$ cat src/rtl/demux_pkg.sv
// Shared types and constants for the 1-to-4 distribution demultiplexer.
package demux_pkg;

    localparam int WIDTH_PADRAO = 4;

    typedef logic [1:0] sel_t;

    localparam sel_t SEL_A = 2'd0;
    localparam sel_t SEL_B = 2'd1;
    localparam sel_t SEL_C = 2'd2;
    localparam sel_t SEL_D = 2'd3;

endpackage

$ cat src/rtl/slot_saida.sv
// One output channel: a single-entry holding register with a valid/ready handshake.
module slot_saida #(
    parameter int WIDTH = 4
) (
    input  logic             clk,
    input  logic             rst_n,
    input  logic             carrega,
    input  logic [WIDTH-1:0] din,
    input  logic             ready,
    output logic [WIDTH-1:0] dout,
    output logic             valid
);

    // A load wins over a drain so a word can replace the leaving one without a bubble.
    always_ff @(posedge clk or negedge rst_n) begin
        if (!rst_n) begin
            dout  <= '0;
            valid <= 1'b0;
        end else if (carrega) begin
            dout  <= din;
            valid <= 1'b1;
        end else if (valid && ready) begin
            valid <= 1'b0;
        end
    end

endmodule

$ cat src/rtl/demux_distribuidor.sv
// Registered 1-to-4 demultiplexer: routes each accepted input word to channel A..D,
// chosen by the manual select keys or by an internal round-robin counter.
module demux_distribuidor
    import demux_pkg::*;
#(
    parameter int WIDTH = WIDTH_PADRAO
) (
    input  logic             clk,
    input  logic             rst_n,
    input  logic [WIDTH-1:0] inX,
    input  logic             inValid,
    output logic             inReady,
    input  logic             chave0,
    input  logic             chave1,
    input  logic             modoAuto,
    output logic [WIDTH-1:0] outA,
    output logic [WIDTH-1:0] outB,
    output logic [WIDTH-1:0] outC,
    output logic [WIDTH-1:0] outD,
    output logic             validA,
    output logic             validB,
    output logic             validC,
    output logic             validD,
    input  logic             readyA,
    input  logic             readyB,
    input  logic             readyC,
    input  logic             readyD,
    output logic [1:0]       alvo
);

    sel_t       rr;
    sel_t       alvoSel;
    logic [3:0] validVec;
    logic [3:0] readyVec;
    logic [3:0] carrega;
    logic       aceite;

    assign readyVec = {readyD, readyC, readyB, readyA};
    assign alvoSel  = modoAuto ? rr : sel_t'({chave1, chave0});
    assign alvo     = alvoSel;
    assign inReady  = rst_n & (~validVec[alvoSel] | readyVec[alvoSel]);
    assign aceite   = inValid & inReady;

    assign validA = validVec[0];
    assign validB = validVec[1];
    assign validC = validVec[2];
    assign validD = validVec[3];

    // One-hot load strobe: only the current target channel may take the accepted word.
    always_comb begin
        carrega    = '0;
        carrega[0] = aceite & (alvoSel == SEL_A);
        carrega[1] = aceite & (alvoSel == SEL_B);
        carrega[2] = aceite & (alvoSel == SEL_C);
        carrega[3] = aceite & (alvoSel == SEL_D);
    end

    // Round-robin pointer advances only on words accepted in auto mode, so it survives mode switches.
    always_ff @(posedge clk or negedge rst_n) begin
        if (!rst_n) begin
            rr <= SEL_A;
        end else if (aceite && modoAuto) begin
            rr <= rr + 2'd1;
        end
    end

    slot_saida #(.WIDTH(WIDTH)) slotA (
        .clk(clk), .rst_n(rst_n), .carrega(carrega[0]), .din(inX),
        .ready(readyA), .dout(outA), .valid(validVec[0])
    );

    slot_saida #(.WIDTH(WIDTH)) slotB (
        .clk(clk), .rst_n(rst_n), .carrega(carrega[1]), .din(inX),
        .ready(readyB), .dout(outB), .valid(validVec[1])
    );

    slot_saida #(.WIDTH(WIDTH)) slotC (
        .clk(clk), .rst_n(rst_n), .carrega(carrega[2]), .din(inX),
        .ready(readyC), .dout(outC), .valid(validVec[2])
    );

    slot_saida #(.WIDTH(WIDTH)) slotD (
        .clk(clk), .rst_n(rst_n), .carrega(carrega[3]), .din(inX),
        .ready(readyD), .dout(outD), .valid(validVec[3])
    );

endmodule

$ cat config.mk
export PLATFORM = sky130hd
export DESIGN_NAME = demux_distribuidor
export DESIGN_NICKNAME = d
export VERILOG_FILES = /design/src/rtl/demux_pkg.sv /design/src/rtl/slot_saida.sv /design/src/rtl/demux_distribuidor.sv
export SDC_FILE = /design/constraint.sdc
export NUM_CORES = 1
export LEC_CHECK = 0
export CORE_MARGIN = 2
export CORE_UTILIZATION = 45
export DETAILED_ROUTE_END_ITERATION = 7
export PLACE_DENSITY = 0.81
export SYNTH_ARGS = -nofsm -noshare
export SYNTH_HDL_FRONTEND = slang
export SYNTH_HIERARCHICAL = 1
export SYNTH_SLANG_ARGS = --single-unit
$ cat constraint.sdc
create_clock -name clk -period 4.7 [get_ports clk]
set_input_delay 0.94 -clock clk [delete_from_list [all_inputs] [get_ports clk]]
set_output_delay 0.94 -clock clk [all_outputs]
set_load 0.05 [all_outputs]
### After elaboration in Yosys (flattened, before gate mapping)

Cells that the tools add are included.

* flip-flop bits (word level): 22

* add/subtract/negate cells: 1
* $lt $le $gt $ge: 1
* equality and inequality tests: 3
* reductions and logical operators: 10
* multiplexer cells: 13
* bitwise operators: 8

Operator list (count)
* 1-bit two-way mux: 10
* 2-bit nonzero test: 4
* 1-bit AND: 6
* 1-bit logical AND: 5
* 1-bit binary-select mux with 2-bit select: 2
* 2-bit == test (second input constant): 2
* 2-bit by 3-bit < comparator with 1-bit output (second input constant): 1
* 2-bit by 1-bit adder with 2-bit output (second input constant): 1
* 2-bit by 1-bit == test with 1-bit output (second input constant): 1
* 2-bit zero test: 1
* 2-bit two-way mux: 1
* 1-bit NOT: 1
* 1-bit bitwise OR: 1

### Depth between registers and ports, before layout

Gate-level depths: netlist (run 1).

* depth after elaboration: 9
* gate-level depth with buffers: 5

### By module

Netlist (run 1), hierarchy kept.

By module, submodules not included
* slot_saida: instances 4, cells an instance 11, area each 182.7 sq um
* demux_distribuidor: instances 1, cells an instance 26, area each 222.7 sq um

### Least setup slack after synthesis (run 1)

OpenSTA, ideal clock, no wires.

* path kind: in2out
* start: input modoAuto
* end: output inReady
* arrival: 2479 ps
* cell stages on the path: 4
* path slack: 1281 ps
* cell sequence: mux2_4 mux2i_1 nand2b_1 a21boi_1

* longest elaborated chain between the ends: 6
* elaborated cells between the ends (all ways): 8
* classes of those cells: 5 x mux; 3 x bitwise

RTL lines
* start: declaration: line demux_distribuidor.sv:15 `input logic modoAuto,`
* 2-bit two-way mux *: line demux_distribuidor.sv:39 `assign alvoSel = modoAuto ? rr : sel_t'({chave1, chave0});`
* 1-bit binary-select mux with 2-bit select: line demux_distribuidor.sv:41 `assign inReady = rst_n & (~validVec[alvoSel] | readyVec[alvoSel]);`
* 1-bit two-way mux (implied by the code): line demux_distribuidor.sv:41
* 1-bit NOT: line demux_distribuidor.sv:41
* 1-bit bitwise OR *: line demux_distribuidor.sv:41
* 1-bit AND *: line demux_distribuidor.sv:41
* end: declaration: line demux_distribuidor.sv:12 `output logic inReady,`

Every way passes the cells marked *; elsewhere a longest branch is shown, timed or not. The select of a mux whose other input is x is not followed.

### Final worst setup path (run 1)

Ends and elaborated chain as after synthesis.

==> results of run 1 <==
[final timing paths]
kind                           from             to  slack, ps  depth (start not counted)
max in group asynchronous     rst_n  slotD/dout[0]       3460                          2
max                        modoAuto        inReady        560                          6
min in group asynchronous     rst_n  slotD/dout[3]       1010                          2
max reg2reg                   rr[1]  slotA/dout[2]       2650                          5
min                           rr[1]          rr[1]        480                          1
min reg2reg                   rr[1]          rr[1]        480                          1
[through the flow]
step / cell area (µm²) / hold WS (ps) / cells / setup slack (ps) / power (W)
finish: 1390 / 481 / 138 / 564 / 0.00101
floorplan: 953 / 442 / 70 / 1280 / 0.000708
global route: 1390 / 501 / 138 / 485 / 0.00106
detailed placement: 1360 / 467 / 134 / 558 / 0.000914
CTS: 1390 / 487 / 138 / 551 / 0.00102
global placement: 1360 / 468 / 134 / 617 / 0.000903
[cell usage in the layout, fill, tap and decap left out]
master,n
o211ai_1,1
nand3_1,3
mux2_4,1
or2_4,1
a21o_2,4
nand2_1,1
nand2b_1,5
a21boi_1,1
clkdlybuf4s50_1,36
clkbuf_4,3
buf_4,1
clkbuf_8,1
nor3b_2,1
xor2_1,1
mux2_2,17
dfrtp_1,22
o211ai_2,1
mux2i_1,2
inv_1,5
nor2_1,4
[power by group through the flow]
stage                     Combinational, W  Sequential (W)  Clock (W)
after floorplan                   0.000130        0.000578          0
after global placement            0.000586        0.000317          0
after detailed placement          0.000594        0.000320          0
after CTS                         0.000597        0.000317   0.000106
after global routing              0.000614        0.000326   0.000117
final                             0.000591        0.000315   0.000101
[cell usage after synthesis, drive strengths merged]
| cell type | number |
|---|---|
| nor3b | 1 |
| inv | 5 |
| o211ai | 2 |
| nand3 | 3 |
| nor2 | 4 |
| mux2 | 18 |
| xor2 | 1 |
| mux2i | 2 |
| dfrtp | 22 |
| or2 | 1 |
| nand2b | 5 |
| a21boi | 1 |
| a21o | 4 |
| nand2 | 1 |
[final cells by class]
| class | instances | area, µm² | area share (%) |
|---|---|---|---|
| flip-flops and latches | 22 | 551 | 39.6 |
| repair buffers | 37 | 368 | 26.4 |
| clock buffers | 4 | 36.3 | 2.61 |
| multi-input cells | 43 | 384 | 27.6 |
| well taps | 27 | 33.8 | 2.43 |
| inverters | 5 | 18.8 | 1.35 |
[worst reg2reg max path, stage by stage, from the launching register on]
cell     delay, ps
dfrtp_1        410
mux2_4         300
mux2i_1        150
or2_4          260
nor2_1         430
mux2_2         400
[sequential cells by signal (all words and copies together) (netlist names)]
signal	flops
slotB/valid	1
slotD/valid	1
slotC/valid	1
slotA/valid	1
slotB/dout	4
slotA/dout	4
slotD/dout	4
slotC/dout	4
rr	2
[per-layer routing]
layer / share of wire [%] / vias to the layer above
met1: 40 / 344
met5: 0 / -
met4: 1.4 / 0
met3: 6.7 / 4
li1: - / 323
met2: 52 / 24
[kinds of logic after synthesis]
| kind of cell | after synthesis | synth area share [%] |
|---|---|---|
| and+or+nand+nor | 15 | 9.05 |
| xor gates and xnor gates | 1 | 0.919 |
| AOI/OAI and AO/OA | 7 | 6.56 |
| muxes | 20 | 23.8 |
| DFF | 22 | 57.7 |
| buffers and inverters | 5 | 1.97 |
==> impl_metrics.tcl, run 1 <==
set metrics [dict create \
    dp.final_hpwl_um 1550 \
    grt.met1_usage_pct 20.1 \
    clock.fmax_ghz 0.242 \
    crit_required_ps 3760 \
    hold_class "register to register" \
    p_per_area_nw_per_um2 724 \
    finalHoldViolations 0 \
    clk_pin_slew_ps 110 \
    synth_area_leaders "dfrtp_1 58%, mux2_2 20%, a21o_2 3.7%" \
    antenna_found_initial 0 \
    syn_inst 70 \
    worst_pin_slew_ps 527 \
    final_antenna_net_count 0 \
    io_buffers 36 \
    gp_congestion 0.770 \
    drtIter0Drc 5 \
    via_per_inst 5.04 \
    worst_clock_skew_ps 3.54 \
    synth_area_um2 953 \
    setup_viol 0 \
    worst_ep_arrival_time_ps 3200 \
    rsz0062_at_grt "false" \
    clkPwrFrac_pct 10.0 \
    die_area_um2 2500 \
    finalCriticalPeriod_ps 4140 \
    netlist-cell-type-count 16 \
    cts_hold_buf 0 \
    p_comb_share_pct 58.7 \
    maxSlewHeadroom_pct 64.8 \
    postCtsSetupBuffers 0 \
    dr.pass1.iters 4 \
    startpoint_type "primary input" \
    worstPathCellList "clkdlybuf4s50_1, mux2_4, mux2i_1, or2_4, a21boi_1, clkdlybuf4s50_1" \
    crit_path_max_fanout 5 \
    worstPathBufferInverterCount 2 \
    slew_viol_final 0 \
    antenna_cells 0 \
    synth_top_area_share_pct 57.7 \
    final_core_util_pct 70.2 \
    top_usage_layer "met2" \
    synth_top_area_cell "dfrtp_1" \
    grt_max_degree 26 \
    clock_path_buffers 2 \
    clock-sinks 22 \
    die_h_um 50.0 \
    grtUsageMet2_pct 31.8 \
    die_w_um 50.0 \
    ys.warnings.count 6 \
    status "complete, no violations" \
    min_period_over_period_pct 88.0 \
    areaGrowthSynthToFinish_pct 45.9 \
    cts_resized 0 \
    wl_um 2080 \
    grt_pass1_vias 729 \
    crit_slowest_cell "clkdlybuf4s50_1" \
    syn-num-nets 84 \
    grt_pass1_wl_um 3330 \
    drive_gt1_share_pct 27.0 \
    vias 695 \
    nets 126 \
    core-area_um2 1980 \
    syn_area_per_cell_um2 13.6 \
    gr-total-overflow 0 \
    critPathCaptureType "output pin" \
    finalSetupTns_ps 0 \
    p_switching_w 0.000472 \
    wl_per_cell_um 15.1 \
    cts_tree "built" \
    h-tree-depth 1 \
    maxCapViolations 0 \
    criticalPathCategory "primary input to output pin" \
    row_count 16 \
    yosysSeqAreaShare_pct 57.7 \
    internal-power_w 0.000535 \
    peakVddDrop_mv 0.526 \
    n_fill_cell 138 \
    clock_latency_ps 300 \
    initial_core_util_pct 48.1 \
    grtUsageTotal_pct 18.4 \
    cpLargestDelayFamily "buffers and inverters" \
    cts_made_buffers 3 \
    leakage_nw 0.620 \
    drc 0 \
    seqPwrFrac_pct 31.3 \
    use_met3_pct 6.06 \
    crit_path_max_incr_delay_ps 820 \
    synth-seq-cells 22 \
    p_sw_share_pct 46.9 \
    crit_top_cell "clkdlybuf4s50_1" \
    io_pins 37 \
    root_buffer "clkbuf_4" \
]
(Power assumes the default switching activity.)
==> run 2: changes to the inputs <==
--- a/config.mk
+++ b/config.mk
@@ -8,8 +8,9 @@
 export CORE_MARGIN = 2
 export CORE_UTILIZATION = 45
 export DETAILED_ROUTE_END_ITERATION = 7
-export PLACE_DENSITY = 0.81
+export PLACE_DENSITY = 0.83
 export SYNTH_ARGS = -nofsm -noshare
 export SYNTH_HDL_FRONTEND = slang
 export SYNTH_HIERARCHICAL = 1
 export SYNTH_SLANG_ARGS = --single-unit
+export TNS_END_PERCENT = 5
==> constraint.sdc (replaced) <==
create_clock -name clk -period 4.7 [get_ports clk]
set_input_delay 0.94 -clock clk [delete_from_list [all_inputs] [get_ports clk]]
set_output_delay 0.94 -clock clk [all_outputs]
set_load 0.005 [all_outputs]
==> run 2 against run 1 <==
Sequential power hardly changed. Die area is the same. Power fell by 30%. Final cell count decreased by 0.72%. Non-clock buffer count is the same. Register-to-register slack improved by 20 ps. Critical endpoint unchanged. Largest power group is now registers.
==> impl_metrics.tcl, run 2 (same netlist as run 1, synthesis figures left out) <==
set metrics [dict create \
    clock_latency_ps 310 \
    die_area_um2 2500 \
    antenna_found_initial 0 \
    wl_per_cell_um 14.8 \
    worst_ep_arrival_time_ps 2890 \
    finalSetupTns_ps 0 \
    layout_common_cells "36 x clkdlybuf4s50_1, 22 x dfrtp_1, 17 x mux2_2" \
    crit_end "inReady" \
    clock-sinks 22 \
    cts_hold_buf 0 \
    dp.final_hpwl_um 1540 \
    criticalPathCategory "primary input to output pin" \
    gr-total-overflow 0 \
    cts_made_buffers 3 \
    grtUsageTotal_pct 18.9 \
    rsz0062_at_grt "false" \
    finalHoldViolations 0 \
    grt.met1_usage_pct 22.6 \
    clock_path_buffers 2 \
    io_buffers 36 \
    r2r_cells 5 \
    areaGrowthSynthToFinish_pct 44.5 \
    hold_class "register to register" \
    row_count 16 \
    critPathLaunch "modoAuto" \
    p_per_area_nw_per_um2 514 \
    gp_congestion 0.792 \
    grtUsageMet2_pct 31.4 \
    use_met3_pct 3.64 \
    slew_viol_final 0 \
    wl_um 2020 \
    initial_core_util_pct 48.1 \
    dr.pass1.iters 4 \
    hold_slack_ps 492 \
    final_antenna_net_count 0 \
    reg2reg_slack_ps 2670 \
    drtIter0Drc 5 \
    clk_pin_slew_ps 110 \
    via_per_inst 5.09 \
    die_h_um 50.0 \
    antenna_cells 0 \
    leakage_nw 0.612 \
    startpoint_type "primary input" \
    grt_pass1_vias 795 \
    nets 126 \
    cts_resized 0 \
    h-tree-depth 1 \
    maxCapViolations 0 \
    critPathCaptureType "output pin" \
    crit_required_ps 3760 \
    min_period_over_period_pct 81.4 \
    root_buffer "clkbuf_4" \
    top_usage_layer "met2" \
    postCtsSetupBuffers 0 \
    maxSlewHeadroom_pct 66.4 \
    die_w_um 50.0 \
    worst_clock_skew_ps 10.9 \
    io_pins 37 \
    crit_path_max_fanout 5 \
    setup_viol 0 \
    drive_gt1_share_pct 26.4 \
    reg2reg_from "rr[1]" \
    grt_max_degree 27 \
    grt_pass1_wl_um 3550 \
    status "complete, no violations" \
    layout_commonest_cell "clkdlybuf4s50_1" \
    clock.fmax_ghz 0.261 \
    cts_tree "built" \
    vias 698 \
    peakVddDrop_mv 0.390 \
    core-area_um2 1980 \
    finalCriticalPeriod_ps 3830 \
    drc 0 \
    worst_pin_slew_ps 502 \
    rr_endpoint "slotC/dout[3]" \
]
## run 2: area by class of cell
class | instances | area [µm²]
tap | 27 | 33.8
timing repair buffer | 37 | 368
clock buffer | 3 | 22.5
inverter | 5 | 18.8
multi-input combinational | 43 | 384
sequential | 22 | 551
fill | 151 | 604
## run 2: through the flow
| step | cell area (µm²) | total power [W] | util, % | setup slack (ps) | instances |
|---|---|---|---|---|---|
| finish | 1380 | 0.000708 | 69.5 | 875 | 137 |
| detailed placement | 1360 | 0.000631 | 68.4 | 890 | 134 |
| global placement | 1360 | 0.000620 | 68.4 | 920 | 134 |
| CTS | 1380 | 0.000719 | 69.5 | 883 | 137 |
| floorplan | 953 | 0.000429 | - | 1980 | 70 |
| global route | 1380 | 0.000754 | 69.5 | 819 | 137 |
## run 2: report_power, final
part	internal [W]	switching [W]	leakage [nW]
Combinational	0.000217	0.0000912	0.329
Sequential	0.000270	0.0000446	0.270
Clock	0.0000299	0.0000549	0.0138
## run 2: how the worst min path moves through the flow
stage | start | endpoint | slack [ps] | cells after the start
3_3_place_gp | rr[1] | rr[1] | 480 | 1
2_1_floorplan | rr[1] | rr[1] | 440 | 1
5_1_grt | rr[1] | rr[1] | 530 | 1
3_5_place_dp | rr[1] | rr[1] | 480 | 1
6_report | rr[1] | rr[1] | 490 | 1
4_1_cts | rr[1] | rr[1] | 500 | 1
## run 2: routing by layer
metal | share of wire (%) | vias to the layer above
met5 | 0 | -
met4 | 2.5 | 0
met3 | 5.1 | 6
met2 | 48 | 31
met1 | 45 | 334
li1 | - | 327
## run 2: worst max-delay path: stages
cell and delay, ps:
clkdlybuf4s50_1 530, mux2_4 350, mux2i_1 150, or2_4 260, a21boi_1 140, clkdlybuf4s50_1 520
==> run 3: changes to the inputs <==
--- a/config.mk
+++ b/config.mk
@@ -6,9 +6,9 @@
 export NUM_CORES = 1
 export LEC_CHECK = 0
 export CORE_MARGIN = 2
-export CORE_UTILIZATION = 45
+export CORE_UTILIZATION = 38
 export DETAILED_ROUTE_END_ITERATION = 7
-export PLACE_DENSITY = 0.83
+export PLACE_DENSITY = 0.75
 export SYNTH_ARGS = -nofsm -noshare
 export SYNTH_HDL_FRONTEND = slang
 export SYNTH_HIERARCHICAL = 1
==> constraint.sdc (replaced) <==
create_clock -name clk -period 3.1 [get_ports clk]
set_input_delay 0.62 -clock clk [delete_from_list [all_inputs] [get_ports clk]]
set_output_delay 0.62 -clock clk [all_outputs]
set_load 0.005 [all_outputs]
==> run 3 against run 2 <==
Sequential power is 50% higher. Non-clock buffer count is 4 higher. Critical path type unchanged. Largest cell class unchanged. Critical path depth stayed put.
==> impl_metrics.tcl, run 3 (same netlist as run 1, synthesis figures left out) <==
set metrics [dict create \
    postCtsSetupBuffers 0 \
    die_h_um 54.1 \
    internal-power_w 0.000884 \
    antenna_cells 0 \
    finalHoldViolations 0 \
    hold_class "register to register" \
    slew_viol_final 0 \
    leakage_nw 0.648 \
    p_comb_share_pct 41.6 \
    p_switching_w 0.000293 \
    min_delay_path_depth 1 \
    status "complete, no violations" \
    h-tree-depth 1 \
    maxCapViolations 0 \
    startpoint_type "primary input" \
    crit_slowest_cell "clkdlybuf4s50_1" \
    via_per_inst 4.79 \
    crit_top_cell "clkdlybuf4s50_1" \
    layout_common_cells "35 x clkdlybuf4s50_1, 22 x dfrtp_1, 17 x mux2_2" \
    crit_required_ps 2480 \
    reg2reg_from "rr[1]" \
    root_buffer "clkbuf_4" \
    clkPwrFrac_pct 18.3 \
    row_count 18 \
    critPathLaunch "chave1" \
    dr.pass1.iters 4 \
    wl_um 2090 \
    maxSlewHeadroom_pct 65.8 \
    critPathCaptureType "output pin" \
    r2r_cells 6 \
    crit_path_max_fanout 3 \
    grt_max_degree 26 \
    cts_made_buffers 3 \
    io_pins 37 \
    nets 130 \
    drive_gt1_share_pct 29.6 \
    dp.cells 141 \
    io_buffers 36 \
    cts_tree "built" \
    crit_path_max_incr_delay_ps 510 \
    criticalPathCategory "primary input to output pin" \
    min_to "rr[1]" \
    grt_pass1_wl_um 3220 \
    gr-total-overflow 0 \
    p_sw_share_pct 24.9 \
    core-area_um2 2430 \
    reg2reg_slack_ps 980 \
    worstPathCellList "clkdlybuf4s50_1, mux2_4, mux2i_1, or2_4, a21boi_1, clkdlybuf4s50_1" \
    worstPathBufferInverterCount 2 \
    clock_latency_ps 300 \
    finalCriticalPeriod_ps 2940 \
    cts_hold_buf 0 \
    layout_commonest_cell "clkdlybuf4s50_1" \
    worst_clock_skew_ps 10.0 \
    drc 0 \
    setup_viol 0 \
    antenna_found_initial 0 \
    die_area_um2 2930 \
    die_w_um 54.1 \
    wl_per_cell_um 14.4 \
    grtUsageTotal_pct 15.9 \
    cts_resized 1 \
    vias 694 \
    drtIter0Drc 8 \
    rr_endpoint "slotC/dout[2]" \
    rsz0062_at_grt "false" \
    min_from "rr[1]" \
    p_per_area_nw_per_um2 817 \
    final-instance-count-excl-fill 145 \
    clock-sinks 22 \
    clock_path_buffers 2 \
    final_antenna_net_count 0 \
    grt_pass1_vias 689 \
    peakVddDrop_mv 0.437 \
    initial_core_util_pct 39.2 \
    seqPwrFrac_pct 40.1 \
    worst_pin_slew_ps 511 \
    worst_ep_arrival_time_ps 2320 \
    gp_congestion 0.677 \
    clock.fmax_ghz 0.340 \
    min_period_over_period_pct 95.0 \
    areaGrowthSynthToFinish_pct 51.0 \
    final_core_util_pct 59.2 \
    cpLargestDelayFamily "buffers and inverters" \
    clk_pin_slew_ps 120 \
    dp.final_hpwl_um 1570 \
]
[run 3: routing by layer]
layer	vias up	wire, µm	track usage (%)
met5	-	0	0
met2	23	993	25.4
met3	2	124	1.67
met1	334	940	20.6
li1	335	-	-
met4	0	27	10.0
[run 3: power by group through the flow]
| stage | sequential, W | combinational (W) | clock (W) |
|---|---|---|---|
| floorplan | 0.000486 | 0.000164 | 0 |
| global placement | 0.000476 | 0.000483 | 0 |
| detailed placement | 0.000480 | 0.000495 | 0 |
| CTS | 0.000474 | 0.000497 | 0.000224 |
| global route | 0.000490 | 0.000528 | 0.000236 |
| finish | 0.000472 | 0.000489 | 0.000215 |
[run 3: how the worst max path moves through the flow]
stage,end,depth (start not counted)
2_1_floorplan,inReady,4
3_3_place_gp,inReady,6
3_5_place_dp,inReady,6
4_1_cts,inReady,6
5_1_grt,inReady,6
6_report,inReady,6
[run 3: metrics by stage]
| step | power (W) | setup WS, ps | setup TNS [ps] | hold slack [ps] | instance area [µm²] |
|---|---|---|---|---|---|
| 6_report | 0.00118 | 156 | 0 | 519 | 1440 |
| 5_1_grt | 0.00125 | 113 | 0 | 533 | 1440 |
| 4_1_cts | 0.00119 | 151 | 0 | 515 | 1440 |
| 3_5_place_dp | 0.000975 | -15.4 | -15.4 | 494 | 1390 |
| 3_3_place_gp | 0.000959 | 13.5 | 0 | 471 | 1390 |
| 2_1_floorplan | 0.000650 | 1020 | 0 | 324 | 953 |
[run 3: layout make-up]
type,instances,area (µm²)
fillers,210,992
flip-flops and latches,22,551
repair buffers,41,397
well taps,30,37.5
clock buffers,3,22.5
multi-input cells,43,384
clock inverters,1,30.0
inverters,5,18.8
